===== config.mk =====
export PLATFORM = sky130hd
export DESIGN_NAME = i2c_rx_timer
export DESIGN_NICKNAME = d
export VERILOG_FILES = /design/src/rtl/i2c_pkg.sv /design/src/rtl/i2c_rx_timer_sync_high.sv /design/src/rtl/i2c_rx_timer.sv
export SDC_FILE = /design/constraint.sdc
export NUM_CORES = 1
export LEC_CHECK = 0
export ABC_AREA = 1
export CORE_MARGIN = 2
export CORE_UTILIZATION = 40
export DETAILED_ROUTE_END_ITERATION = 6
export PLACE_DENSITY = 0.69
export REMOVE_ABC_BUFFERS = 1
export SYNTH_ARGS = -nofsm -noshare
export SYNTH_HDL_FRONTEND = slang
export SYNTH_HIERARCHICAL = 1
export SYNTH_SLANG_ARGS = --single-unit

===== constraint.sdc =====
create_clock -name clk -period 1.35 [get_ports clk]
set_clock_uncertainty 0.2 [all_clocks]
set_input_delay 0.135 -clock clk [delete_from_list [all_inputs] [get_ports clk]]
set_output_delay 0.135 -clock clk [all_outputs]
set_load 0.02 [all_outputs]

===== src/rtl/i2c_pkg.sv =====
// Shared I2C slave definitions: receive FSM states, byte framing constants
// and the slave address that the decode stage matches against.
package i2c_pkg;

  typedef enum logic [2:0] {
    IDLE,
    SHIFT,
    ACK_WAIT,
    ACK_BIT,
    ACK_END
  } rx_state_t;

  localparam int BYTE_BITS   = 8;
  localparam int ACK_BIT_IDX = 9;

  localparam logic [6:0] SLAVE_ADDR = 7'h78;

endpackage


===== src/rtl/i2c_rx_timer_sync_high.sv =====
// Two-flop synchronizer for an asynchronous pad input; resets to 1 so an
// idle (pulled-up) bus never produces a spurious edge out of reset.
module sync_high (
  input  logic clk,
  input  logic n_rst,
  input  logic async_in,
  output logic sync_out
);

  logic meta_q;
  logic meta_d;
  logic sync_q;
  logic sync_d;

  always_comb begin
    meta_d = async_in;
    sync_d = meta_q;
  end

  always_ff @(posedge clk or negedge n_rst) begin
    if (!n_rst) begin
      meta_q <= 1'b1;
      sync_q <= 1'b1;
    end else begin
      meta_q <= meta_d;
      sync_q <= sync_d;
    end
  end

  assign sync_out = sync_q;

endmodule


===== src/rtl/i2c_rx_timer.sv =====
// I2C slave receive bit timer: synchronizes scl/sda, shifts data MSB first on
// scl rise and frames each byte plus its ACK slot, under START/STOP control.
module i2c_rx_timer
  import i2c_pkg::*;
#(
  parameter int NUM_BITS = BYTE_BITS
) (
  input  logic                clk,
  input  logic                n_rst,
  input  logic                scl,
  input  logic                sda_in,
  input  logic                start_found,
  input  logic                stop_found,
  output logic [NUM_BITS-1:0] rx_data,
  output logic                byte_received,
  output logic                check_ack,
  output logic                ack_sample,
  output logic                ack_done,
  output logic [3:0]          bit_count
);

  localparam logic [3:0] LAST_BIT = 4'(NUM_BITS - 1);

  logic scl_sync;
  logic sda_sync;
  logic scl_rise;
  logic scl_fall;

  rx_state_t           state_q,         state_d;
  logic                scl_prev_q,      scl_prev_d;
  logic [NUM_BITS-1:0] rx_data_q,       rx_data_d;
  logic [3:0]          bit_count_q,     bit_count_d;
  logic                ack_sample_q,    ack_sample_d;
  logic                byte_received_q, byte_received_d;
  logic                check_ack_q,     check_ack_d;
  logic                ack_done_q,      ack_done_d;

  sync_high u_sync_scl (
    .clk      (clk),
    .n_rst    (n_rst),
    .async_in (scl),
    .sync_out (scl_sync)
  );

  sync_high u_sync_sda (
    .clk      (clk),
    .n_rst    (n_rst),
    .async_in (sda_in),
    .sync_out (sda_sync)
  );

  assign scl_rise = scl_sync & ~scl_prev_q;
  assign scl_fall = ~scl_sync & scl_prev_q;

  always_comb begin
    state_d         = state_q;
    scl_prev_d      = scl_sync;
    rx_data_d       = rx_data_q;
    bit_count_d     = bit_count_q;
    ack_sample_d    = ack_sample_q;
    byte_received_d = 1'b0;
    check_ack_d     = 1'b0;
    ack_done_d      = 1'b0;

    // STOP beats START; both abandon any partial byte without a pulse.
    if (stop_found) begin
      state_d     = IDLE;
      bit_count_d = 4'd0;
    end else if (start_found) begin
      state_d     = SHIFT;
      bit_count_d = 4'd0;
    end else begin
      case (state_q)
        SHIFT: begin
          if (scl_rise) begin
            rx_data_d   = {rx_data_q[NUM_BITS-2:0], sda_sync};
            bit_count_d = bit_count_q + 4'd1;
            if (bit_count_q == LAST_BIT) begin
              byte_received_d = 1'b1;
              state_d         = ACK_WAIT;
            end
          end
        end
        ACK_WAIT: begin
          if (scl_fall) state_d = ACK_BIT;
        end
        ACK_BIT: begin
          if (scl_rise) begin
            ack_sample_d = sda_sync;
            check_ack_d  = 1'b1;
            state_d      = ACK_END;
          end
        end
        ACK_END: begin
          if (scl_fall) begin
            ack_done_d  = 1'b1;
            bit_count_d = 4'd0;
            state_d     = SHIFT;
          end
        end
        default: state_d = IDLE;
      endcase
    end
  end

  always_ff @(posedge clk or negedge n_rst) begin
    if (!n_rst) begin
      state_q         <= IDLE;
      scl_prev_q      <= 1'b1;
      rx_data_q       <= '0;
      bit_count_q     <= 4'd0;
      ack_sample_q    <= 1'b1;
      byte_received_q <= 1'b0;
      check_ack_q     <= 1'b0;
      ack_done_q      <= 1'b0;
    end else begin
      state_q         <= state_d;
      scl_prev_q      <= scl_prev_d;
      rx_data_q       <= rx_data_d;
      bit_count_q     <= bit_count_d;
      ack_sample_q    <= ack_sample_d;
      byte_received_q <= byte_received_d;
      check_ack_q     <= check_ack_d;
      ack_done_q      <= ack_done_d;
    end
  end

  assign rx_data       = rx_data_q;
  assign bit_count     = bit_count_q;
  assign ack_sample    = ack_sample_q;
  assign byte_received = byte_received_q;
  assign check_ack     = check_ack_q;
  assign ack_done      = ack_done_q;

endmodule

==> results <==
- The die footprint is 3130 um2.
- The areal power density over the cells is 787 nW/um2.
- The shortest clock period the worst path allows after layout is 1.55 ns.
- The detailed router finished its first iteration with 20 violations.
- Entering global routing, the biggest net connects 25 pins.
- The count of unresolved DRC violations after routing is 0.
- The gate count after technology mapping is 120.
- Of the total power, combinational logic draws 23.9%.
- Detailed placement ended at an HPWL of 1650 um.
- The first detailed-routing pass took 4 iterations.
- Setup total negative slack on the finished layout was measured at -1.76 ns.
- In this run the most used layer during global routing was met2.
- In the global route stage, met3 resource usage came out at 3.95%.
- In this run the worst path has a maximum fanout of 3.
- The clock transition at the register clock pins on the worst setup and hold paths after CTS is 0.13 ns.
- The synthesized netlist devotes 0.810% of its cell area to XOR and XNOR gates.
- The worst ir drop on vdd is 0.719 mV.
- Derived from the worst setup path, the maximum achievable clock frequency is 645 MHz.
- The CTS buffer count is 3.
- Routability-driven placement finished with a final weighted congestion of 0.884.
- The share of cells above drive strength 1 is 64.8%.
- The worst slew margin relative to its limit is 82.6%.
- The endpoint arrival time on the critical path is 1.61 ns.
- In this run the clock root is driven by a sky130_fd_sc_hd__clkbuf_4.
- In the final design database the tool counted 187 nets.
- In this run, flip-flops and latches consume 51.6% of the power.
- The synthesized area divided by synthesized cell count is 9.01 um2.
- The share of synthesized area occupied by flip-flops and latches is 56.3%.
- The post-route worst hold slack is 0.0163 ns.
- The setup-violating endpoint count in the final report is 18.
- After detailed routing, the average wire length per cell comes to 16.4 um.
- The final core utilization is 76.7%.
- Row generation in the floorplan step produced 18 rows.
- The number of warning messages in the yosys log is 6.
- The type of the worst setup path is register to register.
- The number of antenna violations at the first check in global routing is 0.
- The post-synthesis share of cell area spent on full adders, half adders and majority gates is 1.16%.
- Measured in cells, the most critical reg-to-reg path has a length of 7.
- The switching power as a share of total power is 28.7%.
- The post-route fraction of the period consumed by the critical path is 115%.
- The flow ran to the end, but the final reports show violations.
- In this run the horizontal extent of the chip is 56.0 um.
- The maximum clock path buffer count is 2.
- Using the TritonRoute via totals, the vias-per-cell ratio works out to 5.26.
- Global routing finished with a remaining overflow of 0.
- Along the worst hold path, the cell count comes to 1.
- The smallest setup slack after layout is -0.201 ns.
- The synthesized netlist contains 24 unique library cells.
- The standby leakage power is 0.948 nW.
- The count of endpoints failing hold in the final timing report was 0.
- For met2 alone, demand over resource in global routing was 32.4%.
- The total of max-cap violations is 0.
- The detail route stage leaves a number of antenna-violating nets equal to 0.
- The clock power share is 24.5%.
- The CTS tree is yes.
- The count of final max-slew check failures is 0.
- Ranked by total cell area, the synthesized netlist is headed by sky130_fd_sc_hd__dfrtp_1 42%, sky130_fd_sc_hd__dfstp_2 15%, sky130_fd_sc_hd__nand2_1 13%.
- The fraction of the mapped netlist area in simple logic gates is 31.0%.
- The number of top-level pins is 22.
- For this run, the total global-route usage over all layers was measured as 19.5%.
- CTS built an H-tree with a depth of 1.
- The tightest min-delay check is of the input pin to register type.
- In the global route stage, met1 resource usage came out at 24.1%.
- The netlist area before placement is 1080 um2.
- The pin slew with the least headroom to its limit is 0.259 ns.
- By area, the combinational part of the netlist is dominated by simple AND/OR/NAND/NOR gates.
- The post-synthesis to final-layout area growth is 78.9%.
- Setup repair after global routing could not meet its margin everywhere.
- Summed over its instances, the top area cell type makes up 41.7% of the synthesized netlist area.
- Counting flops and latches in the post-synthesis netlist gives 24.
- The global-route wire length before repair is 4860 um.
- The compound-cell area share of the yosys netlist is 4.63%.
- The internal portion of the total power is 1.09 mW.
- At the worst endpoint, the required time is 1.41 ns.
- The checks that failed: setup timing.
- The number of diodes is 0.
- Wires add up to 3430 um.
- The detailed router placed 1099 vias in this run.
- The endpoint class of the critical path is a register.
- The y dimension of the die is 56.0 um.
- The clock drives 24 sinks.
- The worst setup path is launched from a register.
- The clock reaches the later pin of the worst-skew pair after 0.31 ns.
- The post-synthesis mux area share is 0%.
- The cell taking the most area after synthesis is sky130_fd_sc_hd__dfrtp_1.
- In this run the tool buffered the top-level ports with 21 buffer cells.
- The initial utilization of the core area, before any placement, comes to 42.9%.
- The core region is 2520 um2.
- For this design the total switching power over the nets is 0.437 mW.
- The number of global-route vias before repair was 1101.
[worst paths after layout]
| kind | startpoint | end | slack, ns |
|---|---|---|---|
| max | bit_count[0] | state_q[0] | -0.20 |
| min | sda_in | u_sync_sda/meta_q | 0.02 |
| max reg2reg | bit_count[0] | state_q[0] | -0.20 |
| min reg2reg | u_sync_scl/meta_q | u_sync_scl/sync_out | 0.16 |
| max in group asynchronous | n_rst | ack_sample | 0.22 |
| min in group asynchronous | n_rst | state_q[1] | 0.51 |
[flip-flops by register name (all words and copies together), names as in the netlist]
name                 flops
state_q                  3
bit_count                4
u_sync_sda/sync_out      1
ack_done                 1
check_ack                1
u_sync_scl/meta_q        1
ack_sample               1
u_sync_scl/sync_out      1
rx_data                  8
scl_prev_q               1
u_sync_sda/meta_q        1
byte_received            1
[final cells by class]
| type | instances | area [um2] |
|---|---|---|
| Timing Repair Buffer | 56 | 517 |
| Multi-Input combinational cell | 82 | 671 |
| Inverter | 13 | 63.8 |
| Clock buffer | 4 | 36.3 |
| Sequential cell | 24 | 609 |
| Tap cell | 30 | 37.5 |
| Fill cell | 181 | 588 |
[synthesized netlist by cell type, drive strengths merged]
cell type and count:
buf 2, clkinv 1, dfrtp 18, dfstp 6
ha 1, inv 12, nand2 38, nand3 18
nand3b 1, nor2 11, nor3 1, nor4 1
o21ai 7, o21bai 1, or2 1, xor2 1
[routing by layer]
layer	part of all wire, %	wire length (um)	vias up
met5	0	0	-
met4	4.5	154	0
met3	4.2	144	18
met2	52	1800	38
met1	39	1340	542
li1	-	-	501
[worst max-delay path, cell delays in order, from the launching register on]
cell                       delay (ns)
sky130_fd_sc_hd__dfrtp_1         0.42
sky130_fd_sc_hd__ha_2            0.22
sky130_fd_sc_hd__nand2_2         0.08
sky130_fd_sc_hd__nor2_2          0.14
sky130_fd_sc_hd__nor2_4          0.07
sky130_fd_sc_hd__o21bai_4        0.16
sky130_fd_sc_hd__nand3_1         0.12
sky130_fd_sc_hd__nand2_1         0.09
[through the flow]
step,area [um2],power (mW),std cells,setup WS [ns]
after global routing,1930,1.60,209,-0.276
after floorplan,1060,0.890,118,-0.291
after detailed placement,1450,1.01,185,-0.389
after global placement,1450,1.00,185,-0.303
final,1930,1.52,209,-0.201
after CTS,1750,1.44,196,-0.168
[power groups by stage]
stage	registers (mW)	logic [mW]	clock network, mW
after detailed placement	0.792	0.215	0
after global routing	0.791	0.387	0.421
after floorplan	0.811	0.0786	0
after CTS	0.787	0.281	0.377
final	0.786	0.364	0.373
after global placement	0.791	0.209	0
[repair_timing]
item	CTS	global route
hold buffers	1	1
pin swaps	21	20
setup endpoints to repair	34	30
cloned	2	0
hold endpoints to repair	18	1
setup buffers	6	12
resized for setup	96	51
[cell usage in the layout (no fill, tap or decap), types with 2 or more instances in the layout]
cell type                         instances
sky130_fd_sc_hd__buf_4                   22
sky130_fd_sc_hd__nand2_1                 18
sky130_fd_sc_hd__dfrtp_1                 17
sky130_fd_sc_hd__nand2_2                 13
sky130_fd_sc_hd__buf_6                   10
sky130_fd_sc_hd__nand3_2                  9
sky130_fd_sc_hd__buf_2                    8
sky130_fd_sc_hd__inv_2                    6
sky130_fd_sc_hd__nor2_4                   6
sky130_fd_sc_hd__nand3_1                  6
sky130_fd_sc_hd__nand2_4                  6
sky130_fd_sc_hd__dfstp_2                  6
sky130_fd_sc_hd__inv_1                    5
sky130_fd_sc_hd__o21ai_2                  5
sky130_fd_sc_hd__clkdlybuf4s50_1          5
sky130_fd_sc_hd__nor2_1                   3
sky130_fd_sc_hd__nand3_4                  3
sky130_fd_sc_hd__clkbuf_4                 3
sky130_fd_sc_hd__clkdlybuf4s15_1          3
sky130_fd_sc_hd__nand2_8                  2
sky130_fd_sc_hd__nor2_2                   2
sky130_fd_sc_hd__dlygate4sd3_1            2
sky130_fd_sc_hd__buf_12                   2
[kinds of logic after synthesis]
group           after synthesis
compound gates                8
xor+xnor                      1
buf+inv                      15
flops                        24
fa+ha+maj                     1
simple gates                 71
Power figures use the tool's default switching activity.
==> RTL edit (same flow settings) <==
`rx_data_q` no longer has a reset.
--- a/src/rtl/i2c_rx_timer.sv
+++ b/src/rtl/i2c_rx_timer.sv
@@ -107,7 +107,6 @@
     if (!n_rst) begin
       state_q         <= IDLE;
       scl_prev_q      <= 1'b1;
-      rx_data_q       <= '0;
       bit_count_q     <= 4'd0;
       ack_sample_q    <= 1'b1;
       byte_received_q <= 1'b0;
@@ -116,13 +115,16 @@
     end else begin
       state_q         <= state_d;
       scl_prev_q      <= scl_prev_d;
-      rx_data_q       <= rx_data_d;
       bit_count_q     <= bit_count_d;
       ack_sample_q    <= ack_sample_d;
       byte_received_q <= byte_received_d;
       check_ack_q     <= check_ack_d;
       ack_done_q      <= ack_done_d;
     end
+  end
+
+  always_ff @(posedge clk) begin
+    rx_data_q <= rx_data_d;
   end
 
   assign rx_data       = rx_data_q;
Function: differs if n_rst is asserted again (counterexample within 10 cycles, from zero or initial values and one cycle with n_rst low); with n_rst held inactive, the same outputs for 10 cycles.
==> RTL edit against the original RTL <==
The flow still finishes with violations (setup timing); total power increased by 12%; worst setup slack gained 0.016 ns; design area decreased by 12%; routed wire length down 21%; area after synthesis down 5.0%; sequential cell count unchanged; non-clock buffer count decreased by 7; critical path type unchanged; largest power group unchanged.
==> RTL edit: results (changes against the original RTL) <==
| Metric | Value |
|---|---|
| Vias per cell | `5.05 (was 5.26)` |
| Cell leakage power | `0.797 nW (was 0.948 nW)` |
| First-pass GRT wire length | `3660 um (was 4860 um)` |
| Worst Setup Slack, final | `-0.185 ns (was -0.201 ns)` |
| WL/cell | `14.2 um (was 16.4 um)` |
| Grt met3 use | `4.10% (was 3.95%)` |
| Met3 WL | `162 um (was 144 um)` |
| Share of layout cells above drive strength 1 | `60.9% (was 64.8%)` |
| VDD IR max | `0.995 mV (was 0.719 mV)` |
| CTS max path bufs | `2 (unchanged)` |
| Met2 GRT Util | `32.1% (was 32.4%)` |
| Final setup viols | `17 (was 18)` |
| Starting DRC count in detailed routing | `44 (was 20)` |
| Post-synth EDFFs | `8 (was 0)` |
| Seq/Total Area, Yosys | `63.1% (was 56.3%)` |
| CP peak stage delay | `0.60 ns (was 0.42 ns)` |
| Post-synth ARST share | `66.7% (was 100%)` |
| Filler instances | `192 (was 181)` |
| Post-CTS sizing | `63 (was 96)` |
| Crit-path max FO | `5 (was 3)` |
| Pin count of the biggest net entering global routing | `17 (was 25)` |
| Dpl hpwl | `1490 um (was 1650 um)` |
| Outcome | `finished, violations left (unchanged)` |
| Routed wl met2 | `1450 um (was 1800 um)` |
| # nets final | `169 (was 187)` |
| Failing checks | `setup timing (unchanged)` |
| Power Sequential | `0.000821 W (was 0.000786 W)` |
| Clk pwr | `0.000504 W (was 0.000373 W)` |
| Setup_tns | `-2.46 ns (was -1.76 ns)` |
| Worst hold path class | `input port to flip-flop (unchanged)` |
| Number of global-route vias before repair | `879 (was 1,101)` |
| Data arrival time of the worst path | `1.55 ns (was 1.61 ns)` |
| Most frequent cells after synthesis | `nand2_1, nand3_1, nor2_1 (was nand2_1, dfrtp_1, nand3_1)` |
| GR Util met1 | `19.3% (was 24.1%)` |
| CP max stage cell | `dfstp_2 (was dfrtp_1)` |
| Synth cell types | `19 (was 24)` |
| Clock network fraction of total power | `29.5% (was 24.5%)` |
| Global placer's final weighted congestion | `0.828 (was 0.884)` |
| GRT Util Overall | `17.4% (was 19.5%)` |
[RTL edit: cell types whose count changed after synthesis, sizes merged, moves of 4 or more]
| cell | delta |
|---|---|
| dfrtp | -8 |
| edfxtp | +8 |
| nand2 | -8 |
| nor2 | +4 |
| o21ai | -6 |
[RTL edit: per-stage QoR]
step	area (sq um)	worst slack, ns	hold WS, ns	instances
floorplan	1020	-0.254	-0.361	108
global placement	1420	-0.284	0.146	177
detailed placement	1420	-0.309	0.148	177
CTS	1590	-0.149	0.0147	187
global route	1700	-0.236	0.00994	191
finish	1700	-0.185	0.0177	191
[RTL edit: path summary, 6_finish.rpt]
| kind | slack [ns] | startpoint | to |
|---|---|---|---|
| min reg2reg | 0.17 | u_sync_scl/meta_q | u_sync_scl/sync_out |
| max | -0.18 | u_sync_scl/sync_out | bit_count[2] |
| min in group asynchronous | 0.46 | n_rst | state_q[2] |
| max reg2reg | -0.18 | u_sync_scl/sync_out | bit_count[2] |
| min | 0.02 | scl | u_sync_scl/meta_q |
| max in group asynchronous | 0.25 | n_rst | ack_sample |
[RTL edit: area by class of cell]
class | instances | area [sq um] | share of cell area [%]
clock buffers | 3 | 22.5 | 1.33
well taps | 30 | 37.5 | 2.21
multi-input cells | 71 | 495 | 29.2
clock inverters | 1 | 30.0 | 1.77
inverters | 13 | 48.8 | 2.87
repair buffers | 49 | 413 | 24.3
flip-flops and latches | 24 | 651 | 38.3
[RTL edit: cells by family (layout without fill, tap and decap cells)]
logic type | after synthesis | in the layout | synth area share [%]
buffers and inverters | 14 | 66 | 5.48
AOI/OAI and AO/OA | 3 | 3 | 1.70
DFF | 24 | 24 | 63.1
xor gates and xnor gates | 1 | 1 | 0.853
and+or+nand+nor | 66 | 66 | 27.6
adders and majority gates | 1 | 1 | 1.22
